--- src/rtl/instr_issue_sequencer_if.sv ---
// Fetch/memory/PC bundle for the instruction issue sequencer.
// The sequencer takes the slave side; fetch, memory and the PC unit take the master side.
interface instr_issue_sequencer_if #(
    parameter int RCNT_W = 16
);
    logic              instr_valid;
    logic [7:0]        instr;
    logic              instr_ready;
    logic              branch_cond;
    logic              mem_req;
    logic              mem_we;
    logic [4:0]        mem_addr;
    logic              mem_ack;
    logic              pc_load;
    logic [4:0]        pc_target;
    logic              retire;
    logic [2:0]        retire_class;
    logic              illegal_err;
    logic              err_clr;
    logic [RCNT_W-1:0] retire_cnt;

    modport master (
        output instr_valid, instr, branch_cond, mem_ack, err_clr,
        input  instr_ready, mem_req, mem_we, mem_addr, pc_load, pc_target,
               retire, retire_class, illegal_err, retire_cnt
    );

    modport slave (
        input  instr_valid, instr, branch_cond, mem_ack, err_clr,
        output instr_ready, mem_req, mem_we, mem_addr, pc_load, pc_target,
               retire, retire_class, illegal_err, retire_cnt
    );
endinterface

--- src/rtl/instr_issue_sequencer.sv ---
// Issues one 8-bit instruction at a time to the memory port, the PC unit or the
// misc-execution path, and retires it only after that resource has completed.
module instr_issue_sequencer #(
    parameter int TIMEOUT      = 15,
    parameter int FLUSH_CYCLES = 2,
    parameter int RCNT_W       = 16
) (
    input logic                    clk,
    input logic                    rst_n,
    instr_issue_sequencer_if.slave bus
);
    typedef enum logic [2:0] {S_IDLE, S_MEM, S_RET, S_FLUSH, S_ERR} state_t;

    localparam logic [7:0] WAIT_LAST  = 8'(TIMEOUT - 1);
    localparam logic [3:0] FLUSH_LAST = 4'(FLUSH_CYCLES);

    // Returns {illegal, class}. Classes 0..3 come from instr[6:5] when instr[7]=0,
    // classes 4..7 from instr[1:0] when instr[2]=0; the top-bits test has priority.
    function automatic logic [3:0] decode(input logic [7:0] i);
        if (!i[7])
            decode = {2'b00, i[6:5]};
        else if (!i[2])
            decode = {2'b01, i[1:0]};
        else
            decode = 4'b1000;
    endfunction

    function automatic logic [RCNT_W-1:0] sat_inc(input logic [RCNT_W-1:0] v);
        sat_inc = (&v) ? v : v + 1'b1;
    endfunction

    state_t            state, state_n;
    logic [3:0]        dec;
    logic              accept;
    logic [4:0]        addr_p1;
    logic [2:0]        cls_p1;
    logic [7:0]        wait_cnt;
    logic [3:0]        flush_cnt;
    logic [RCNT_W-1:0] retire_cnt_r;
    logic              retire_w;
    logic              pc_load_w;
    logic              mem_req_w;

    assign dec    = decode(bus.instr);
    assign accept = bus.instr_valid && (state == S_IDLE);

    // ---- accept stage: capture operand and class ----
    always_ff @(posedge clk) begin
        if (accept) begin
            addr_p1 <= bus.instr[4:0];
            cls_p1  <= dec[2:0];
        end
    end

    // ---- control stage: state, wait/flush counters, retire counter ----
    always_ff @(posedge clk or negedge rst_n) begin
        if (!rst_n) begin
            state        <= S_IDLE;
            wait_cnt     <= '0;
            flush_cnt    <= '0;
            retire_cnt_r <= '0;
        end else begin
            state        <= state_n;
            wait_cnt     <= (state == S_MEM && !bus.mem_ack) ? wait_cnt + 8'd1 : 8'd0;
            flush_cnt    <= (state == S_FLUSH) ? flush_cnt + 4'd1 : 4'd0;
            if (retire_w)
                retire_cnt_r <= sat_inc(retire_cnt_r);
        end
    end

    always_comb begin
        state_n = state;
        unique case (state)
            S_IDLE: begin
                if (accept) begin
                    if (dec[3])
                        state_n = S_ERR;
                    else if (dec[2:0] == 3'd0 || dec[2:0] == 3'd1)
                        state_n = S_MEM;
                    else if (dec[2:0] == 3'd2 || (dec[2:0] == 3'd3 && bus.branch_cond))
                        state_n = S_FLUSH;
                    else
                        state_n = S_RET;
                end
            end
            S_MEM: begin
                // An ack on the final wait cycle still completes normally.
                if (bus.mem_ack)
                    state_n = S_RET;
                else if (wait_cnt == WAIT_LAST)
                    state_n = S_ERR;
            end
            S_RET:   state_n = S_IDLE;
            // One redirect cycle followed by FLUSH_CYCLES bubbles.
            S_FLUSH: if (flush_cnt == FLUSH_LAST) state_n = S_IDLE;
            S_ERR:   if (bus.err_clr) state_n = S_IDLE;
            default: state_n = S_IDLE;
        endcase
    end

    // Outputs decode the asynchronously reset state, so reset drops them at once.
    assign mem_req_w = (state == S_MEM);
    assign pc_load_w = (state == S_FLUSH) && (flush_cnt == 4'd0);
    assign retire_w  = (state == S_RET) || pc_load_w;

    assign bus.instr_ready  = (state == S_IDLE);
    assign bus.mem_req      = mem_req_w;
    assign bus.mem_we       = mem_req_w && (cls_p1 == 3'd1);
    assign bus.mem_addr     = mem_req_w ? addr_p1 : 5'd0;
    assign bus.pc_load      = pc_load_w;
    assign bus.pc_target    = pc_load_w ? addr_p1 : 5'd0;
    assign bus.retire       = retire_w;
    assign bus.retire_class = retire_w ? cls_p1 : 3'd0;
    assign bus.illegal_err  = (state == S_ERR);
    assign bus.retire_cnt   = retire_cnt_r;
endmodule

--- src/flat_wrapper.sv ---
// flat-port wrapper written by rule: the top's interface ports become plain ports
module instr_issue_sequencer_flat 
#(
    parameter int TIMEOUT      = 15,
    parameter int FLUSH_CYCLES = 2,
    parameter int RCNT_W       = 16
)
  (clk, rst_n, bus_instr_valid, bus_instr, bus_branch_cond, bus_mem_ack, bus_err_clr, bus_instr_ready, bus_mem_req, bus_mem_we, bus_mem_addr, bus_pc_load, bus_pc_target, bus_retire, bus_retire_class, bus_illegal_err, bus_retire_cnt);
  instr_issue_sequencer_if #(.RCNT_W(RCNT_W)) bus_i ();
  input logic clk;
  input logic rst_n;
  input wire logic [$bits(bus_i.instr_valid)-1:0] bus_instr_valid;
  input wire logic [$bits(bus_i.instr)-1:0] bus_instr;
  input wire logic [$bits(bus_i.branch_cond)-1:0] bus_branch_cond;
  input wire logic [$bits(bus_i.mem_ack)-1:0] bus_mem_ack;
  input wire logic [$bits(bus_i.err_clr)-1:0] bus_err_clr;
  output wire logic [$bits(bus_i.instr_ready)-1:0] bus_instr_ready;
  output wire logic [$bits(bus_i.mem_req)-1:0] bus_mem_req;
  output wire logic [$bits(bus_i.mem_we)-1:0] bus_mem_we;
  output wire logic [$bits(bus_i.mem_addr)-1:0] bus_mem_addr;
  output wire logic [$bits(bus_i.pc_load)-1:0] bus_pc_load;
  output wire logic [$bits(bus_i.pc_target)-1:0] bus_pc_target;
  output wire logic [$bits(bus_i.retire)-1:0] bus_retire;
  output wire logic [$bits(bus_i.retire_class)-1:0] bus_retire_class;
  output wire logic [$bits(bus_i.illegal_err)-1:0] bus_illegal_err;
  output wire logic [$bits(bus_i.retire_cnt)-1:0] bus_retire_cnt;
  assign bus_i.instr_valid = bus_instr_valid;
  assign bus_i.instr = bus_instr;
  assign bus_i.branch_cond = bus_branch_cond;
  assign bus_i.mem_ack = bus_mem_ack;
  assign bus_i.err_clr = bus_err_clr;
  assign bus_instr_ready = bus_i.instr_ready;
  assign bus_mem_req = bus_i.mem_req;
  assign bus_mem_we = bus_i.mem_we;
  assign bus_mem_addr = bus_i.mem_addr;
  assign bus_pc_load = bus_i.pc_load;
  assign bus_pc_target = bus_i.pc_target;
  assign bus_retire = bus_i.retire;
  assign bus_retire_class = bus_i.retire_class;
  assign bus_illegal_err = bus_i.illegal_err;
  assign bus_retire_cnt = bus_i.retire_cnt;
  instr_issue_sequencer #(.TIMEOUT(TIMEOUT), .FLUSH_CYCLES(FLUSH_CYCLES), .RCNT_W(RCNT_W)) u_core (.clk(clk), .rst_n(rst_n), .bus(bus_i));
endmodule
--- config.mk ---
export PLATFORM = sky130hd
export DESIGN_NAME = instr_issue_sequencer_flat
export DESIGN_NICKNAME = d
export VERILOG_FILES = /design/src/rtl/instr_issue_sequencer_if.sv /design/src/rtl/instr_issue_sequencer.sv /design/src/flat_wrapper.sv
export SDC_FILE = /design/constraint.sdc
export NUM_CORES = 1
export LEC_CHECK = 0
export CAP_MARGIN = 40
export CORE_ASPECT_RATIO = 0.8
export CORE_MARGIN = 1
export CORE_UTILIZATION = 25
export DETAILED_ROUTE_END_ITERATION = 7
export PLACE_DENSITY = 0.48
export SYNTH_ARGS = -nofsm -noshare
export SYNTH_HDL_FRONTEND = slang
export SYNTH_SLANG_ARGS = --single-unit
--- constraint.sdc ---
create_clock -name clk -period 2.5 [get_ports clk]
set_clock_uncertainty 0.15 [all_clocks]
set_input_delay 0.5 -clock clk [delete_from_list [all_inputs] [get_ports clk]]
set_output_delay 0.5 -clock clk [all_outputs]
set_load 0.03 [all_outputs]
==> results.toml, run 1 <==
[place]
placed_cell_area_mm2 = 0.00262
dp_hpwl_um = 3160
gp_congestion = 0.701
port_buffers = 48

[timing]
worst_slew_pin_slew_ns = 0.599
rsz0062_at_grt = "yes"
post-route-period-util_pct = 99.9
final.min_clock_period_ns = 2.50
finalMaxSlewViolations = 0
totalNegativeSetupSlack_ns = 0
fmax_mhz = 401
hold_ws_ns = 0.327
slew_headroom_pct = 59.0
final-setup-viol-count = 0
hold_viol = 0

[finish]
layout_common_cells = "dfrtp_1 (31), clkdlybuf4s50_1 (29), nor2_1 (19), buf_4 (19), nand3_1 (12)"
area_delta_synth_final_pct = 41.6
multi_input_area_um2 = 973
final_common_cell = "dfrtp_1"
nets = 269
postLayoutCoreUtil_pct = 37.4
final_area_mm2 = 0.00282
drive_gt1_share_pct = 19.6
nFillCells = 759
seq_area_mm2 = 0.00102
antenna_cells = 0

[min_path]
whs_path_depth = 1
hold_path_startpoint = "u_core.wait_cnt[0]$_DFF_PN0_"
worstHoldPathType = "reg2reg"
whs_endpoint = "u_core.wait_cnt[0]$_DFF_PN0_"

[synth]
ys_top_cells_by_area = "dfrtp_1 (39%), edfxtp_1 (12%), xnor2_1 (4.8%)"
synth_warnings = 0
synth_edf_count = 8
synth_seq_cells = 39
ys.flop_type = "dfrtp_1"
syn_nets = 201
post-synth-top-area-fraction_pct = 39.0
async_flop_share_pct = 79.5
seq_area_frac_synth_pct = 51.1
synth.avg_cell_area_um2 = 11.0
synth_top_cell_by_area = "dfrtp_1"
ys_types = 43
post_synth_inst_count = 181
syn_area_mm2 = 0.00199

[worst_setup_path]
reg2reg_slack_ns = 0.19
worst_r2r_endpoint = "u_core.bus.retire_cnt[15]$_DFFE_PN0P_"
crit_fanout = 6
cp-startpoint = "u_core.flush_cnt[1]$_DFF_PN0_"
crit_family = "simple AND/OR/NAND/NOR gates"
reg2reg_from = "u_core.flush_cnt[1]$_DFF_PN0_"
worstPathBufferInverterCount = 2
crit_arrival_ns = 1.85
crit_path_start_kind = "register"
path_class = "reg2out"
path_cells = "inv_2 -> ha_4 -> or3b_4 -> nor2_4 -> and2_4 -> buf_6"
endpoint_kind = "primary output"
worst_path_largest_cell_delay_ns = 0.41
r2r_cells = 7
required_ns = 1.85
crit_slowest_cell = "dfrtp_1"

[global_route]
grt_pass1_wl_um = 7270
grt_overflow = 0
grt_pass1_vias = 1521
antenna_found_initial = 0
grtUsageTotal_pct = 11.5
grt_start_max_net_pins = 32

[clock_tree]
clock_latency_ns = 0.29
cts_max_path_buffers = 2
h-tree-depth = 2
clock_sink_count = 39
cts_tree = "yes"
cts_hold_buf = 0
cts_root_buf = "clkbuf_8"
tritoncts.num_buffers = 5
path_clk_slew_ns = 0.08

[floorplan]
die_h_um = 81.8
core_area_mm2 = 0.00753
ioPinCount = 49
start_util_pct = 26.4
fp.dieW_um = 102
die_area_mm2 = 0.00832
rows = 28

[run_status]
outcome = "completed"

[route]
final_antenna_net_count = 0
drt-initial-drc-count = 46
via_count = 1552
routedWlPerCell_um = 12.8
wl_um = 4550
drtPass1Iterations = 4
drc = 0
viasPerCell = 4.37

[job]
cap_violations = 0

[power]
ir_drop_mv = 0.303
powerDensity_mw_per_mm2 = 779
power.leakage_nw = 1.21
power.total_mw = 2.19
area by class of cell:
class	count	share of cell area, %
Clock buffer	7	2.71
Sequential cell	39	36.1
Multi-Input combinational cell	132	34.6
Clock inverter	1	0.178
Timing Repair Buffer	63	20.7
Tap cell	105	4.67
Inverter	8	1.07
Yosys cell counts (3+ instances only):
cell type and number:
dfrtp_1 31, nor2_1 20, and2_1 15, nand3_1 12
xnor2_1 11, xor2_1 9, edfxtp_1 8, inv_1 8
nand4_1 8, and3_1 7, ha_1 6, nand2_1 4
a21oi_1 3, nor2b_1 3, o21ai_0 3
where the power goes:
part | internal (mW) | total [mW] | leakage (nW) | switching (mW)
combinational | 0.387 | 0.904 | 0.668 | 0.517
clock | 0.196 | 0.419 | 0.0422 | 0.223
sequential | 0.764 | 0.870 | 0.497 | 0.106
kinds of logic (layout without fill, tap and decap cells):
logic type / Yosys count / after routing / synth area share [%]
AO/OA/AOI/OAI: 17 / 17 / 6.73
flip-flops: 39 / 39 / 51.1
adder cells (fa/ha/maj): 6 / 6 / 3.78
multiplexers: 2 / 2 / 1.13
AND/OR/NAND/NOR: 87 / 87 / 26.3
buffers and inverters: 10 / 79 / 2.14
XOR/XNOR: 20 / 20 / 8.81
metrics by stage:
stage,setup slack (ns),cells
3_3_place_gp,0.142,339
2_1_floorplan,0.132,181
5_1_grt,-0.0562,355
4_1_cts,0.0165,349
3_5_place_dp,0.104,339
6_report,0.00324,355
metal layers:
metal	up-vias	routed length, um	GRT usage [%]	share of wire (%)
met1	739	2210	16.1	48
met5	-	0	0	0
met4	0	45	3.91	0.99
met2	35	2080	16.8	46
li1	771	-	-	-
met3	7	218	3.23	4.8
what timing repair did:
action	4_1_cts	5_1_grt
resized for setup	12	14
buffers inserted	2	6
endpoints found under the setup margin	17	10
pin swaps	1	6
worst max path at each step:
stage	slack [ns]	end	depth (start not counted)
floorplan	0.13	bus_retire_class[0]	6
global placement	0.14	bus_mem_we	3
detailed placement	0.10	bus_mem_we	3
CTS	0.02	bus_retire_class[1]	6
global route	-0.06	bus_pc_target[1]	6
finish	0.003	bus_pc_target[1]	6
sequential cells by signal, indices dropped and copies added (netlist names):
register               cells
u_core.bus.retire_cnt     16
u_core.wait_cnt            8
u_core.flush_cnt           4
u_core.cls_p1              3
u_core.addr_p1             5
u_core.state               3
No activity file was read; power rests on OpenSTA's default activity.
==> run 2, diff against run 1 <==
--- a/config.mk
+++ b/config.mk
@@ -10,7 +10,8 @@
 export CORE_MARGIN = 1
 export CORE_UTILIZATION = 25
 export DETAILED_ROUTE_END_ITERATION = 7
-export PLACE_DENSITY = 0.48
+export DONT_BUFFER_PORTS = 1
+export PLACE_DENSITY = 0.4
 export SYNTH_ARGS = -nofsm -noshare
 export SYNTH_HDL_FRONTEND = slang
 export SYNTH_SLANG_ARGS = --single-unit
==> constraint.sdc (replaced) <==
create_clock -name clk -period 2.9 [get_ports clk]
set_clock_uncertainty 0.15 [all_clocks]
set_input_delay 0.58 -clock clk [delete_from_list [all_inputs] [get_ports clk]]
set_output_delay 0.58 -clock clk [all_outputs]
set_load 0.03 [all_outputs]
==> results.toml, run 2 (synthesis gave the netlist of run 1 again) <==
[run_status]
outcome = "completed"

[worst_setup_path]
crit_fanout = 5
worst_path_largest_cell_delay_ns = 0.41
endpoint_kind = "primary output"
crit_path_start_kind = "register"
reg2reg_slack_ns = 0.46
crit_slowest_cell = "dfrtp_1"
crit_arrival_ns = 1.94
required_ns = 2.17
path_cells = "inv_1 -> ha_1 -> or3b_4 -> a21oi_2 -> and2_1 -> buf_4"
path_class = "reg2out"

[floorplan]
die_h_um = 81.8
die_area_mm2 = 0.00832
start_util_pct = 26.4
core_area_mm2 = 0.00753
fp.dieW_um = 102
ioPinCount = 49
rows = 28

[route]
wl_met1_um = 2040
drtPass1Iterations = 4
wl_met2_um = 2000
routedWlPerCell_um = 13.9
drc = 0
drt-initial-drc-count = 42
final_antenna_net_count = 0
viasPerCell = 4.45
via_count = 1344
wl_met3_um = 106
wl_um = 4200
highest_layer = "met4"

[timing]
worst_slew_pin_slew_ns = 0.580
hold_ws_ns = 0.225
final-setup-viol-count = 0
finalMaxSlewViolations = 0
slew_headroom_pct = 60.4
totalNegativeSetupSlack_ns = 0
hold_viol = 0
final.min_clock_period_ns = 2.67
fmax_mhz = 374
post-route-period-util_pct = 92.1
rsz0062_at_grt = "no"

[finish]
largest_register_ffs = 16
nFillCells = 779
drive_gt1_share_pct = 12.2
area_delta_synth_final_pct = 14.5
layout_common_cells = "dfrtp_1 (31), nor2_1 (20), and2_1 (15)"
final_common_cell = "dfrtp_1"
antenna_cells = 0
final_area_mm2 = 0.00228
nets = 216

[global_route]
grt_start_max_net_pins = 32
grt_overflow = 0
grt_pass1_vias = 1326
grt_pass1_wl_um = 6550
antenna_found_initial = 0
grtUsageTotal_pct = 10.5

[power]
power.clock.fraction_pct = 21.0
intPower_uw = 986
powerDensity_mw_per_mm2 = 731
ir_drop_mv = 0.298
switching_share_pct = 40.8
p_sw_uw = 678
power.leakage_nw = 0.931
p_comb_share_pct = 28.2
p_seq_share_pct = 50.8

[job]
cap_violations = 0

[place]
port_buffers = 0
placed_cell_area_mm2 = 0.00217
gp_congestion = 0.811
dp_hpwl_um = 3130

[clock_tree]
cts_hold_buf = 2
h-tree-depth = 2
path_clk_slew_ns = 0.08
tritoncts.num_buffers = 5
clock_latency_ns = 0.29
cts_root_buf = "clkbuf_8"
cts_tree = "yes"
clock_sink_count = 39
cts_resized = 0
postCtsSetupBuffers = 0
cts_max_path_buffers = 2

[min_path]
worstHoldPathType = "in2reg"
[run 2: cell types whose count changed in the layout (fill, tap and decap cells not counted), sizes merged]
cell / change
clkdlybuf4s50: -29
clkinv: +1
dlygate4sd3: +1
buf: -16
clkbuf: -1
dlymetal6s2s: -1
dlygate4sd2: -8
[run 2: layout make-up]
class                           count  area (um2)  area share (%)
Clock buffer                        6        72.6            3.19
Sequential cell                    39        1020            44.6
Tap cell                          105         131            5.77
Multi-Input combinational cell    132         930            40.8
Inverter                            8        30.0            1.32
Timing Repair Buffer               10        90.1            3.96
Clock inverter                      2        7.51           0.330
[run 2: stage by stage]
| stage | power [mW] | util (%) | worst slack [ns] | instances |
|---|---|---|---|---|
| global route | 1.76 | 30.2 | 0.105 | 302 |
| detailed placement | 1.31 | 28.8 | 0.448 | 292 |
| finish | 1.66 | 30.2 | 0.229 | 302 |
| global placement | 1.30 | 28.8 | 0.538 | 292 |
| floorplan | 1.17 | - | 0.265 | 181 |
| CTS | 1.68 | 30.2 | 0.184 | 302 |
[run 2: metal layers]
| metal | GRT usage (%) | vias up |
|---|---|---|
| met1 | 13.6 | 660 |
| li1 | - | 669 |
| met5 | 0 | - |
| met2 | 16.3 | 11 |
| met3 | 3.06 | 4 |
| met4 | 4.78 | 0 |
[run 2: power groups by stage]
stage               logic (mW)  clock network [mW]  registers (mW)
floorplan                0.351                   0           0.823
global placement         0.449                   0           0.852
detailed placement       0.457                   0           0.857
CTS                      0.474               0.363           0.845
global route             0.512               0.382           0.863
finish                   0.469               0.350           0.845
[run 2: path summary, 6_finish.rpt]
| path | start | to | depth (start not counted) |
|---|---|---|---|
| worst min register to register | u_core.flush_cnt[0]$_DFF_PN0_ | u_core.flush_cnt[0]$_DFF_PN0_ | 1 |
| max in group asynchronous | rst_n | u_core.flush_cnt[0]$_DFF_PN0_ | 2 |
| worst min-delay path | bus_err_clr | u_core.state[2]$_DFFE_PN0P_ | 1 |
| worst max register to register | u_core.flush_cnt[0]$_DFF_PN0_ | u_core.bus.retire_cnt[1]$_DFFE_PN0P_ | 7 |
| worst max-delay path | u_core.flush_cnt[0]$_DFF_PN0_ | bus_retire_class[1] | 6 |
| min in group asynchronous | rst_n | u_core.bus.retire_cnt[13]$_DFFE_PN0P_ | 2 |
[run 2: worst max-delay path, delay by kind of cell (launching register included)]
kind                       cells  cell delay [ns]
AOI/OAI and AO/OA              1             0.28
adders and majority gates      1             0.14
buffers and inverters          2             0.25
DFF                            1             0.41
and+or+nand+nor                2             0.58
==> run 3, diff against run 2 <==
--- a/config.mk
+++ b/config.mk
@@ -12,6 +12,7 @@
 export DETAILED_ROUTE_END_ITERATION = 7
 export DONT_BUFFER_PORTS = 1
 export PLACE_DENSITY = 0.4
+export RECOVER_POWER = 100
 export SYNTH_ARGS = -nofsm -noshare
 export SYNTH_HDL_FRONTEND = slang
 export SYNTH_SLANG_ARGS = --single-unit
==> results.toml, run 3 (synthesis gave the netlist of run 1 again) <==
[run_status]
outcome = "complete, but fails checks"
violations = "max-capacitance violations, max-slew violations"

[min_path]
hold_path_startpoint = "bus_instr[0]"
whs_path_depth = 0
worstHoldPathType = "in2reg"
whs_endpoint = "u_core.addr_p1[0]$_DFFE_PP_"

[finish]
layout_common_cells = "dfrtp_1 (31), nor2_1 (20), nand3_1 (12)"
layout.cells.non_filler = 302
drive_gt1_share_pct = 9.64
seq_area_mm2 = 0.00102
nFillCells = 787
area_delta_synth_final_pct = 11.9
antenna_cells = 0
largest_register_ffs = 16
nets = 216
multi_input_area_um2 = 908
final_common_cell = "dfrtp_1"

[clock_tree]
postCtsSetupBuffers = 0
cts_resized = 0
cts_max_path_buffers = 2
cts_tree = "yes"
cts_root_buf = "clkbuf_8"
h-tree-depth = 2
tritoncts.num_buffers = 5
clock_latency_ns = 0.28
clock_sink_count = 39
path_clk_slew_ns = 0.08

[timing]
totalNegativeSetupSlack_ns = 0
fmax_mhz = 366
slew_headroom_pct = -12.6
final-setup-viol-count = 0
worst_slew_pin_slew_ns = 1.69
rsz0062_at_grt = "no"
final.min_clock_period_ns = 2.73
finalMaxSlewViolations = 32
post-route-period-util_pct = 94.2
hold_viol = 0

[worst_setup_path]
worstPathBufferInverterCount = 2
crit_slowest_cell = "or3b_1"
worst_r2r_endpoint = "u_core.bus.retire_cnt[1]$_DFFE_PN0P_"
path_cells = "inv_1 -> ha_1 -> or3b_1 -> a21oi_2 -> and2_1 -> clkbuf_2"
crit_path_start_kind = "register"
reg2reg_from = "u_core.flush_cnt[0]$_DFF_PN0_"
worst_path_largest_cell_delay_ns = 0.42
reg2reg_slack_ns = 0.23
r2r_cells = 7
crit_fanout = 5
path_depth = 6
crit_arrival_ns = 2.00
endpoint_kind = "primary output"
path_class = "reg2out"
required_ns = 2.17
crit_family = "simple AND/OR/NAND/NOR gates"

[power]
powerDensity_mw_per_mm2 = 733
ir_drop_mv = 0.297
power.total_mw = 1.63
power.leakage_nw = 0.909

[route]
drc = 0
via_count = 1351
viasPerCell = 4.47
drtPass1Iterations = 4
wl_um = 4210
routedWlPerCell_um = 13.9
drt-initial-drc-count = 32
final_antenna_net_count = 0

[floorplan]
start_util_pct = 26.4
ioPinCount = 49
die_h_um = 81.8
die_area_mm2 = 0.00832
fp.dieW_um = 102
rows = 28
core_area_mm2 = 0.00753

[global_route]
grt_start_max_net_pins = 32
grtUsageTotal_pct = 10.5
grt_overflow = 0
grt_pass1_wl_um = 6550
grt_pass1_vias = 1326
antenna_found_initial = 0

[place]
placed_cells = 292
dp_hpwl_um = 3130
port_buffers = 0
gp_congestion = 0.811

[job]
cap_violations = 1
-- run 3: layer usage --
layer | track usage, % | share of wire, % | up-vias
met5 | 0 | 0 | -
met4 | 4.78 | 1.1 | 0
met3 | 3.06 | 2.6 | 4
met2 | 16.3 | 48 | 15
met1 | 13.6 | 48 | 665
li1 | - | - | 667
-- run 3: repair_timing --
action | in CTS | in global routing
hold endpoints to repair | 31 | 0
setup endpoints to repair | 0 | 0
hold buffers | 2 | 0
-- run 3: cell type report --
cell class	count	area share, %
Tap cell	105	5.91
Inverter	8	1.35
Sequential cell	39	45.7
Clock buffer	6	3.26
Clock inverter	2	0.337
Timing Repair Buffer	10	2.64
Multi-Input combinational cell	132	40.8
-- run 3: power by group --
part / internal, mW / switching, mW / total (mW)
combinational: 0.138 / 0.300 / 0.438
clock: 0.164 / 0.184 / 0.348
sequential: 0.657 / 0.188 / 0.844
-- run 3: worst max path at each step --
stage | from | to
after floorplan | u_core.flush_cnt[0]$_DFF_PN0_ | bus_pc_target[0]
after global placement | u_core.flush_cnt[0]$_DFF_PN0_ | u_core.bus.retire_cnt[1]$_DFFE_PN0P_
after detailed placement | u_core.flush_cnt[0]$_DFF_PN0_ | u_core.bus.retire_cnt[1]$_DFFE_PN0P_
after CTS | u_core.flush_cnt[0]$_DFF_PN0_ | bus_pc_target[4]
after global routing | u_core.flush_cnt[1]$_DFF_PN0_ | bus_retire_class[2]
final | u_core.flush_cnt[0]$_DFF_PN0_ | bus_retire_class[2]
-- run 3: per-stage QoR --
step                      hold WS, ns  util (%)  instance area [um2]  worst slack (ns)
after floorplan                 0.134         -                 1990             0.265
after global placement          0.135      28.8                 2170             0.538
final                           0.236      29.5                 2220             0.169
after CTS                       0.213      30.2                 2280             0.184
after global routing            0.215      29.5                 2220            0.0536
after detailed placement        0.136      28.8                 2170             0.448
